**src/rtl/fifo_pkg.sv**
```systemverilog
// Constants and state types shared by the async FIFO write-side producer and read-side packer.
package fifo_pkg;

    localparam int unsigned FIFO_DATA_W = 8;
    localparam int unsigned FIFO_BYTES  = 4;

    typedef enum logic [1:0] {
        RUN   = 2'd0,
        DRAIN = 2'd1,
        EMIT  = 2'd2
    } fsm_rd_e;

endpackage

```
**src/rtl/fifo_out_reg.sv**
```systemverilog
// Output word register for the read-side packer: holds valid/data/keep stable until accepted.
module fifo_out_reg #(
    parameter int unsigned WORD_W = 32,
    parameter int unsigned KEEP_W = 4
) (
    input  logic              clk,
    input  logic              rst_n,
    input  logic              load_i,
    input  logic [WORD_W-1:0] data_i,
    input  logic [KEEP_W-1:0] keep_i,
    input  logic              ready_i,
    output logic              valid_o,
    output logic [WORD_W-1:0] data_o,
    output logic [KEEP_W-1:0] keep_o
);

    logic              valid_q;
    logic [WORD_W-1:0] data_q;
    logic [KEEP_W-1:0] keep_q;

    // The owner only asserts load_i when the register is free, so load wins over drain.
    always_ff @(posedge clk or negedge rst_n) begin
        if (!rst_n) begin
            valid_q <= 1'b0;
            data_q  <= '0;
            keep_q  <= '0;
        end else if (load_i) begin
            valid_q <= 1'b1;
            data_q  <= data_i;
            keep_q  <= keep_i;
        end else if (ready_i) begin
            valid_q <= 1'b0;
        end
    end

    assign valid_o = valid_q;
    assign data_o  = data_q;
    assign keep_o  = keep_q;

endmodule

```
**src/rtl/fifo_rd_packer.sv**
```systemverilog
// Read-side FIFO consumer: pops bytes, packs them little-endian into words, and flushes partial words on request.
module fifo_rd_packer
    import fifo_pkg::*;
#(
    parameter int unsigned DATA_W = FIFO_DATA_W,
    parameter int unsigned BYTES  = FIFO_BYTES,
    parameter int unsigned CNT_W  = 16
) (
    input  logic                    rclk,
    input  logic                    rrst_n,
    input  logic                    rempty,
    input  logic [DATA_W-1:0]       rdata,
    output logic                    rinc,
    input  logic                    flush,
    output logic                    m_valid,
    input  logic                    m_ready,
    output logic [DATA_W*BYTES-1:0] m_data,
    output logic [BYTES-1:0]        m_keep,
    output logic [CNT_W-1:0]        word_cnt,
    output logic                    busy
);

    localparam int unsigned WORD_W = DATA_W * BYTES;
    localparam int unsigned ACNT_W = $clog2(BYTES + 1);
    localparam int unsigned SUM_W  = ACNT_W + 1;

    fsm_rd_e             state_q, state_d;
    logic [ACNT_W-1:0]   asm_cnt_q, asm_cnt_d;
    logic [WORD_W-1:0]   asm_q, asm_d;
    logic                inflight_q;
    logic [CNT_W-1:0]    word_cnt_q;

    logic                full_c;
    logic                out_free_c;
    logic                xfer_c;
    logic [SUM_W-1:0]    occ_c;
    logic [ACNT_W-1:0]   lane_c;
    logic                load_c;
    logic [WORD_W-1:0]   load_data_c;
    logic [BYTES-1:0]    load_keep_c;

    function automatic logic [BYTES-1:0] keep_mask(input logic [ACNT_W-1:0] n);
        logic [BYTES-1:0] m;
        m = '0;
        for (int i = 0; i < BYTES; i++) begin
            m[i] = (ACNT_W'(i) < n);
        end
        return m;
    endfunction

    assign full_c     = (asm_cnt_q == ACNT_W'(BYTES));
    assign out_free_c = !m_valid || m_ready;
    assign xfer_c     = full_c && out_free_c;
    // Bytes owned after this cycle: assembled plus in flight, minus a word leaving now.
    assign occ_c      = SUM_W'(asm_cnt_q) + SUM_W'(inflight_q) - (xfer_c ? SUM_W'(BYTES) : SUM_W'(0));
    assign lane_c     = xfer_c ? ACNT_W'(0) : asm_cnt_q;

    // Reset gates the pop so nothing leaves the FIFO while the packer cannot capture it.
    assign rinc = rrst_n && (state_q == RUN) && !rempty && (occ_c < SUM_W'(BYTES));

    always_comb begin
        state_d     = state_q;
        asm_cnt_d   = asm_cnt_q;
        asm_d       = asm_q;
        load_c      = 1'b0;
        load_data_c = asm_q;
        load_keep_c = '1;

        if (xfer_c) begin
            load_c    = 1'b1;
            asm_cnt_d = '0;
        end

        if (inflight_q) begin
            asm_d[32'(lane_c) * DATA_W +: DATA_W] = rdata;
            asm_cnt_d = lane_c + ACNT_W'(1);
        end

        case (state_q)
            RUN: begin
                if (flush) begin
                    state_d = DRAIN;
                end
            end
            DRAIN: begin
                if (!inflight_q) begin
                    state_d = EMIT;
                end
            end
            EMIT: begin
                if (full_c) begin
                    if (xfer_c) begin
                        state_d = RUN;
                    end
                end else if (asm_cnt_q == '0) begin
                    state_d = RUN;
                end else if (out_free_c) begin
                    // Partial word: keep the low lanes, zero the stale ones.
                    load_c      = 1'b1;
                    load_keep_c = keep_mask(asm_cnt_q);
                    for (int i = 0; i < BYTES; i++) begin
                        if (!load_keep_c[i]) begin
                            load_data_c[i*DATA_W +: DATA_W] = '0;
                        end
                    end
                    asm_cnt_d = '0;
                    state_d   = RUN;
                end
            end
            default: state_d = RUN;
        endcase
    end

    always_ff @(posedge rclk or negedge rrst_n) begin
        if (!rrst_n) begin
            state_q    <= RUN;
            asm_cnt_q  <= '0;
            asm_q      <= '0;
            inflight_q <= 1'b0;
            word_cnt_q <= '0;
        end else begin
            state_q    <= state_d;
            asm_cnt_q  <= asm_cnt_d;
            asm_q      <= asm_d;
            inflight_q <= rinc;
            if (m_valid && m_ready) begin
                word_cnt_q <= word_cnt_q + CNT_W'(1);
            end
        end
    end

    fifo_out_reg #(
        .WORD_W (WORD_W),
        .KEEP_W (BYTES)
    ) u_out_reg (
        .clk     (rclk),
        .rst_n   (rrst_n),
        .load_i  (load_c),
        .data_i  (load_data_c),
        .keep_i  (load_keep_c),
        .ready_i (m_ready),
        .valid_o (m_valid),
        .data_o  (m_data),
        .keep_o  (m_keep)
    );

    assign word_cnt = word_cnt_q;
    assign busy     = (state_q != RUN);

endmodule
```
**config.mk**
```make
export PLATFORM = sky130hd
export DESIGN_NAME = fifo_rd_packer
export DESIGN_NICKNAME = d
export VERILOG_FILES = /design/src/rtl/fifo_pkg.sv /design/src/rtl/fifo_out_reg.sv /design/src/rtl/fifo_rd_packer.sv
export SDC_FILE = /design/constraint.sdc
export NUM_CORES = 1
export LEC_CHECK = 0
export CORE_UTILIZATION = 52
export CTS_CLUSTER_SIZE = 24
export DETAILED_ROUTE_END_ITERATION = 10
export PLACE_DENSITY = 0.79
export SYNTH_ARGS = -nofsm -noshare
export SYNTH_HDL_FRONTEND = slang
export SYNTH_SLANG_ARGS = --single-unit
```
**constraint.sdc**
```tcl
create_clock -name rclk -period 3.38 [get_ports rclk]
set_input_delay 0.845 -clock rclk [delete_from_list [all_inputs] [get_ports rclk]]
set_output_delay 0.845 -clock rclk [all_outputs]
set_load 0.1 [all_outputs]
```
==> results of run 1 <==
==> path summary, 6_finish.rpt <==
kind | end | cells past startpoint | start | slack [ns]
setup / recovery | rinc | 9 | m_ready | 0.17
hold / removal | u_out_reg.keep_o[0]$_DFFE_PN0P_ | 1 | u_out_reg.keep_o[0]$_DFFE_PN0P_ | 0.48
setup reg to reg | asm_q[7]$_DFFE_PN0P_ | 10 | asm_cnt_q[1]$_DFF_PN0_ | 1.07
hold reg to reg | u_out_reg.keep_o[0]$_DFFE_PN0P_ | 1 | u_out_reg.keep_o[0]$_DFFE_PN0P_ | 0.48
max in group asynchronous | u_out_reg.data_o[21]$_DFFE_PN0P_ | 3 | rrst_n | 1.77
min in group asynchronous | inflight_q$_DFF_PN0_ | 2 | rrst_n | 0.57
==> per-layer routing <==
layer,up-vias,share of wire [%],GRT usage (%)
met1,1264,46,30.5
met2,64,49,35.6
met5,-,0,0
met4,0,1.3,7.60
met3,9,3.8,4.64
li1,1198,-,-
==> cells by family after synthesis <==
group,count (synthesis)
AND/OR/NAND/NOR,73
flip-flops,91
buffers and inverters,20
multiplexers,34
AO/OA/AOI/OAI,51
adder cells (fa/ha/maj),8
XOR/XNOR,18
==> area by class of cell <==
class / count / area, µm² / area share, %
Timing Repair Buffer: 81 / 649 / 13.6
Inverter: 6 / 22.5 / 0.472
Clock buffer: 9 / 124 / 2.60
Multi-Input combinational cell: 184 / 1450 / 30.5
Clock inverter: 7 / 124 / 2.60
Tap cell: 96 / 120 / 2.52
Sequential cell: 91 / 2280 / 47.7
==> placed cells by master, fill, tap and decap left out, types with 9 or more instances in the layout <==
| cell | instances |
|---|---|
| a22o_1 | 24 |
| buf_4 | 69 |
| clkbuf_8 | 9 |
| clkdlybuf4s50_1 | 10 |
| dfrtp_1 | 90 |
| mux2_2 | 28 |
| nand2_1 | 31 |
| nand3_1 | 9 |
| nor2_1 | 11 |
| o21ai_0 | 12 |
| xnor2_1 | 14 |
==> critical path, delay by kind of cell <==
kind                       cells  cell delay [ns]
and+or+nand+nor                3             0.42
xor gates and xnor gates       1             0.13
AOI/OAI and AO/OA              1             0.25
adders and majority gates      2             0.40
buffers and inverters          2             0.31
==> what timing repair did <==
| item | in CTS | in global routing |
|---|---|---|
| setup endpoints to repair | 1 | 1 |
| gates resized for setup | 5 | 0 |
| setup buffers | 0 | 0 |
| endpoints found under the hold margin | 0 | 0 |
| pin swaps | 5 | 1 |
==> state kept, by name, indices dropped and copies added, names as in the netlist <==
signal and flops:
asm_cnt_q 3, word_cnt 16, u_out_reg.valid_o 1, u_out_reg.data_o 32
inflight_q 1, u_out_reg.keep_o 4, asm_q 32, state_q 2
==> Yosys cell counts (2+ instances only) <==
master | count | area share, %
mux2_4 | 5 | 2.0
nor2_1 | 11 | 1.1
xnor2_1 | 14 | 3.2
o21ai_0 | 12 | 1.6
o211ai_1 | 4 | 0.79
nand2_1 | 31 | 3.1
clkbuf_1 | 5 | 0.50
nand2b_1 | 5 | 0.83
nor4bb_1 | 2 | 0.53
dfrtp_1 | 91 | 60
nand3_1 | 10 | 1.3
mux2_2 | 28 | 8.3
xor2_1 | 4 | 0.93
buf_6 | 3 | 0.89
nor2b_1 | 2 | 0.33
nand4_1 | 4 | 0.66
buf_2 | 6 | 0.79
a21oi_1 | 3 | 0.40
inv_1 | 6 | 0.60
nor3_1 | 2 | 0.26
ha_1 | 8 | 2.6
a22o_1 | 24 | 5.6
==> metrics by stage <==
step           area (µm²)  setup WS, ns  setup TNS (ns)  hold slack (ns)  instances
3_5_place_dp         4520        -0.345          -0.345            0.461        458
5_1_grt              4770        0.0815               0            0.516        474
3_3_place_gp         4520        -0.340          -0.340            0.463        458
4_1_cts              4770       0.00859               0            0.487        474
6_report             4770         0.174               0            0.482        474
2_1_floorplan        3840        -0.403          -0.403            0.446        295
==> where the power goes <==
group	internal [µW]	total, µW	switching [µW]
combinational	757	2480	1720
clock	499	890	391
sequential	1380	1590	211
==> out/results.tsv, run 1 <==
stage	metric	value	unit
synth	synth_edf_count	0	
drt	routedWlPerCell	16.2	µm
synth	synth_xor_area_share	4.17	%
drt	drt_first_pass_iters	4	
grt	antenna_found_initial	0	
final_layout	fillers	528	
worst_setup_path	end_kind	primary output	
worst_setup_path	criticalPathCategory	input port to primary output	
sta	report.final.hold_viol_count	0	
status	status	complete, no violations	
grt	grt_pass1_wl	12500	µm
worst_setup_path	max_stage_delay	0.25	ns
final_layout	nets	394	
cts	cts_tree	built	
synth	synthCells	295	
final_layout	post-route-util	69.1	%
drt	routed_wirelength	7680	µm
sta	fin_crit	3.21	ns
floorplanning	die_h	87.2	µm
sta	setup_violations	0	
sta	skew	0.00768	ns
cts	cts_max_level	3	
floorplanning	dieArea	7610	µm²
cts	cts.sinks	91	
worst_setup_path	crit_slowest_cell	a311oi_2	
drt	via_count	2535	
placement	io_buffers	67	
final_layout	area_delta_synth_final	26.3	%
synth	synth_warnings	0	
cts	cts_root_buf	clkbuf_8	
floorplanning	initial_core_util	54.7	%
drt	antenna_left	0	
floorplanning	coreArea	6910	µm²
drt	avgViaCountPerCell	5.35	
final_layout	diodes	0	
drt	drt_iter0_markers	120	
sta	timing.fmax	312	MHz
worst_setup_path	worstPathArrival	2.36	ns
synth	post_synth_mux_area_share	10.6	%
synth	syn-cell-area	3780	µm²
grt	grt_start_max_net_pins	53	
power	total_power	4960	µW
synth	ys_seq_area_share	60.3	%
synth	synth_top_family_by_area	multiplexers	
drt	drc	0	
synth	synth_cell_type_count	37	
worst_setup_path	path_max_fanout	3	
worst_setup_path	cp-start-kind	input port	
cts	cts_made_buffers	9	
sta	relSlewSlack	48.9	%
power	p_leak	0.00232	µW
grt	overflow	0	
grt	grt_pass1_vias	2480	
placement	dpl.hpwl	5430	µm
sta	rsz0062_at_grt	false	
floorplanning	boundaryPins	68	
floorplanning	die_x	87.2	µm
sta	timing.final.crit_share	94.8	%
power	cellPowerDensity	1040	nW/µm²
cts	cts_hold_buf	0	
sta	max_slew.worst_pin.slew	0.767	ns
synth	synthAdderAreaFrac	2.65	%
synth	syn_nets	316	
synth	synth_ff_type	dfrtp_1	
synth	synth-simple-area-share	9.21	%
placement	gp_congestion	0.823	
power	ir_drop	0.645	mV
cts	clk_pin_slew_worst_paths	0.09	ns
grt	track_usage	22.2	%
synth	synth-seq-cells	91	
floorplanning	std_cell_rows	30	
job	drv_cap	0	
synth	async_flop_share	100	%
synth	synth-compound-area-share	10.3	%
cts	clock_path_buffers	2	
worst_setup_path	crit_chain	buf_6 -> nand2b_4 -> nand3_2 -> ha_4 -> ha_1 -> a311oi_2 -> xnor2_1 -> nor4_4 -> buf_12	
worst_hold_path	hold_path_class	flop to flop	
cts	clk_latency	0.35	ns
sta	drv_slew	0	
synth	syn_area_per_cell	12.8	µm²
worst_setup_path	cp.required	2.53	ns
final_layout	drive_gt1_share	34.7	%
Note: power is estimated with default switching activity, not from simulation.
==> run 2: changes to the inputs <==
--- a/config.mk
+++ b/config.mk
@@ -5,10 +5,10 @@
 export SDC_FILE = /design/constraint.sdc
 export NUM_CORES = 1
 export LEC_CHECK = 0
-export CORE_UTILIZATION = 52
+export CORE_UTILIZATION = 56
 export CTS_CLUSTER_SIZE = 24
 export DETAILED_ROUTE_END_ITERATION = 10
-export PLACE_DENSITY = 0.79
+export PLACE_DENSITY = 0.84
 export SYNTH_ARGS = -nofsm -noshare
 export SYNTH_HDL_FRONTEND = slang
 export SYNTH_SLANG_ARGS = --single-unit
==> constraint.sdc (replaced) <==
create_clock -name rclk -period 4.1 [get_ports rclk]
set_input_delay 1.025 -clock rclk [delete_from_list [all_inputs] [get_ports rclk]]
set_output_delay 1.025 -clock rclk [all_outputs]
set_load 0.1 [all_outputs]
==> run 2 against run 1 <==
The run now ends with design-rule violations left. Largest cell class unchanged. Cell count down 5.9%. Flip-flop and latch count unchanged. Highest routed layer unchanged. Non-clock buffer count down 9.
==> out/results.tsv, run 2 (synthesis results as in run 1) <==
stage	metric	value	unit	change
worst_setup_path	worst-path-buf-inv	3		was 2
final_layout	mostFrequentLayoutCells	dfrtp_1 (91), clkdlybuf4s50_1 (64), nand2_1 (31)		was dfrtp_1 (90), buf_4 (69), nand2_1 (31)
worst_setup_path	max_stage_delay	0.37	ns	was 0.25 ns
sta	timing.final.crit_share	96.2	%	
final_layout	diodes	0		unchanged
floorplanning	die_h	84.1	µm	was 87.2 µm
grt	grt_start_max_net_pins	83		was 53
grt	grt_pass1_vias	2531		was 2480
grt	track_usage	23.1	%	was 22.2%
cts	cts_tree	built		unchanged
power	p_leak	0.00216	µW	was 0.00232 µW
drt	drt_iter0_markers	175		was 120
placement	dp_slack	-0.0362	ns	was -0.345 ns
sta	timing.fmax	254	MHz	
status	status	finished with violations		was complete, no violations
worst_setup_path	crit_chain	dlygate4sd2_1 -> nand2b_4 -> nand3_2 -> ha_4 -> inv_2 -> ha_4 -> a311oi_2 -> xnor2_1 -> nor4_4 -> buf_12		was buf_6 -> nand2b_4 -> nand3_2 -> ha_4 -> ha_1 -> a311oi_2 -> xnor2_1 -> nor4_4 -> buf_12
worst_hold_path	holdPathEnd	word_cnt[15]$_DFFE_PN0P_		was u_out_reg.keep_o[0]$_DFFE_PN0P_
worst_setup_path	reg2reg_to	asm_q[3]$_DFFE_PN0P_		was asm_q[7]$_DFFE_PN0P_
drt	routedWlPerCell	16.8	µm	was 16.2 µm
sta	report.final.hold_viol_count	0		unchanged
placement	gp_congestion	0.842		was 0.823
grt	overflow	0		unchanged
worst_setup_path	end_kind	primary output		unchanged
cts	clk_latency	0.35	ns	about the same
drt	antenna_left	0		unchanged
status	violations	design-rule violations		
final_layout	final_common_cell	dfrtp_1		unchanged
sta	skew	0.00636	ns	was 0.00768 ns
final_layout	nets	385		was 394
cts	clk_pin_slew_worst_paths	0.09	ns	about the same
worst_hold_path	hold_path_class	flop to flop		unchanged
sta	setup_violations	0		unchanged
cts	cts.sinks	91		unchanged
worst_setup_path	crit_family	simple AND/OR/NAND/NOR gates		unchanged
power	sequentialPowerShare	33.6	%	was 32.1%
drt	drc	14		was 0
worst_setup_path	cp-start-kind	input port		unchanged
worst_setup_path	crit_top_cell	ha_4		
floorplanning	std_cell_rows	29		was 30
power	netSwitchingFraction	47.4	%	was 46.9%
final_layout	post-route-util	74.6	%	was 69.1%
power	cellPowerDensity	836	nW/µm²	was 1040 nW/µm²
power	net-switching-power	1900	µW	was 2330 µW
sta	hold-worst-slack	0.471	ns	was 0.482 ns
sta	setup_slack	0.157	ns	was 0.174 ns
power	intPower	2110	µW	was 2640 µW
worst_setup_path	r2r_start	asm_cnt_q[1]$_DFF_PN0_		unchanged
final_layout	fillers	418		was 528
grt	grt_pass1_wl	12500	µm	about the same
drt	via_count	2522		was 2535
sta	relSlewSlack	33.3	%	was 48.9%
power	ir_drop	0.504	mV	was 0.645 mV
worst_setup_path	path_max_fanout	3		unchanged
worst_setup_path	rrSetupSlack	1.16	ns	was 1.07 ns
floorplanning	boundaryPins	68		unchanged
worst_hold_path	hold_path_depth	1		unchanged
power	combPwrFrac	49.7	%	was 50.0%
drt	avgViaCountPerCell	5.65		was 5.35
job	drv_cap	0		unchanged
sta	drv_slew	0		unchanged
final_layout	area_delta_synth_final	26.8	%	was 26.3%
cts	clock_path_buffers	2		unchanged
worst_setup_path	rr_worst_depth	8		was 10
grt	antenna_found_initial	0		unchanged
floorplanning	coreArea	6420	µm²	was 6910 µm²
power	clkPwrFrac	16.7	%	was 17.9%
drt	routed_wirelength	7490	µm	was 7680 µm
drt	drt_first_pass_iters	7		was 4
worst_hold_path	min_from	word_cnt[15]$_DFFE_PN0P_		was u_out_reg.keep_o[0]$_DFFE_PN0P_
cts	cts_hold_buf	0		unchanged
placement	io_buffers	67		unchanged
sta	max_slew.worst_pin.slew	0.997	ns	was 0.767 ns
placement	dpl.hpwl	5240	µm	was 5430 µm
floorplanning	dieArea	7080	µm²	was 7610 µm²
worst_setup_path	worstPathArrival	2.92	ns	was 2.36 ns
worst_setup_path	crit_slowest_cell	nor4_4		was a311oi_2
worst_setup_path	cp.required	3.07	ns	was 2.53 ns
cts	cts_max_level	3		unchanged
sta	fin_crit	3.94	ns	
power	total_power	4010	µW	was 4960 µW
cts	cts_made_buffers	9		unchanged
cts	cts_root_buf	clkbuf_8		unchanged
worst_setup_path	criticalPathCategory	input port to primary output		unchanged
floorplanning	initial_core_util	58.8	%	was 54.7%
final_layout	drive_gt1_share	18.2	%	was 34.7%
sta	rsz0062_at_grt	false		unchanged
floorplanning	die_x	84.1	µm	was 87.2 µm
## run 2: area by class of cell
type                            count  area (µm²)  share of cell area [%]
Sequential cell                    91        2280                    47.5
Multi-Input combinational cell    184        1460                    30.4
Timing Repair Buffer               72         714                    14.9
Clock buffer                        9         124                    2.59
Clock inverter                      7         100                    2.09
Tap cell                           77        96.3                    2.01
Inverter                            6        22.5                   0.470
## run 2: how the worst max path moves through the flow
stage,start,to,depth (start not counted),slack (ns)
6_report,m_ready,rinc,10,0.16
3_3_place_gp,m_ready,rinc,10,-0.008
5_1_grt,asm_cnt_q[1]$_DFF_PN0_,rinc,9,0.06
2_1_floorplan,m_ready,rinc,8,-0.05
3_5_place_dp,m_ready,rinc,10,-0.04
4_1_cts,asm_cnt_q[1]$_DFF_PN0_,rinc,9,0.09
## run 2: metrics by stage
| stage | TNS, ns | cell area, µm² | std cells |
|---|---|---|---|
| 6_report | 0 | 4790 | 446 |
| 3_3_place_gp | -0.00839 | 4560 | 429 |
| 5_1_grt | 0 | 4790 | 446 |
| 3_5_place_dp | -0.0362 | 4560 | 429 |
| 4_1_cts | 0 | 4790 | 446 |
| 2_1_floorplan | -0.0534 | 3840 | 295 |
## run 2: repair_timing
| item | 4_1_cts | 5_1_grt |
|---|---|---|
| endpoints found under the hold margin | 0 | 0 |
| endpoints found under the setup margin | 1 | 1 |
| buffers inserted | 1 | 0 |
| pin swaps | 4 | 0 |
| gates resized for setup | 1 | 1 |
## run 2: worst register-to-register path, delay by kind of cell (launching register included)
family        cells  cell delay, ns
simple gates      4            1.21
flops             1            0.57
fa+ha+maj         2            0.48
mux               1            0.42
buf+inv           1            0.14
## run 2: layer usage
| layer | vias to the layer above | GRT usage (%) | routed length, µm |
|---|---|---|---|
| met5 | - | 0 | 0 |
| met4 | 0 | 9.87 | 146 |
| met3 | 13 | 4.03 | 307 |
| met2 | 77 | 36.0 | 3590 |
| met1 | 1249 | 32.3 | 3450 |
| li1 | 1183 | - | - |
## run 2: power groups by stage
stage / registers (µW) / clock network (µW) / logic (µW)
finish: 1340 / 669 / 1990
global route: 1380 / 721 / 2090
CTS: 1340 / 684 / 2000
detailed placement: 1360 / 0 / 1990
global placement: 1340 / 0 / 1950
floorplan: 2040 / 0 / 874
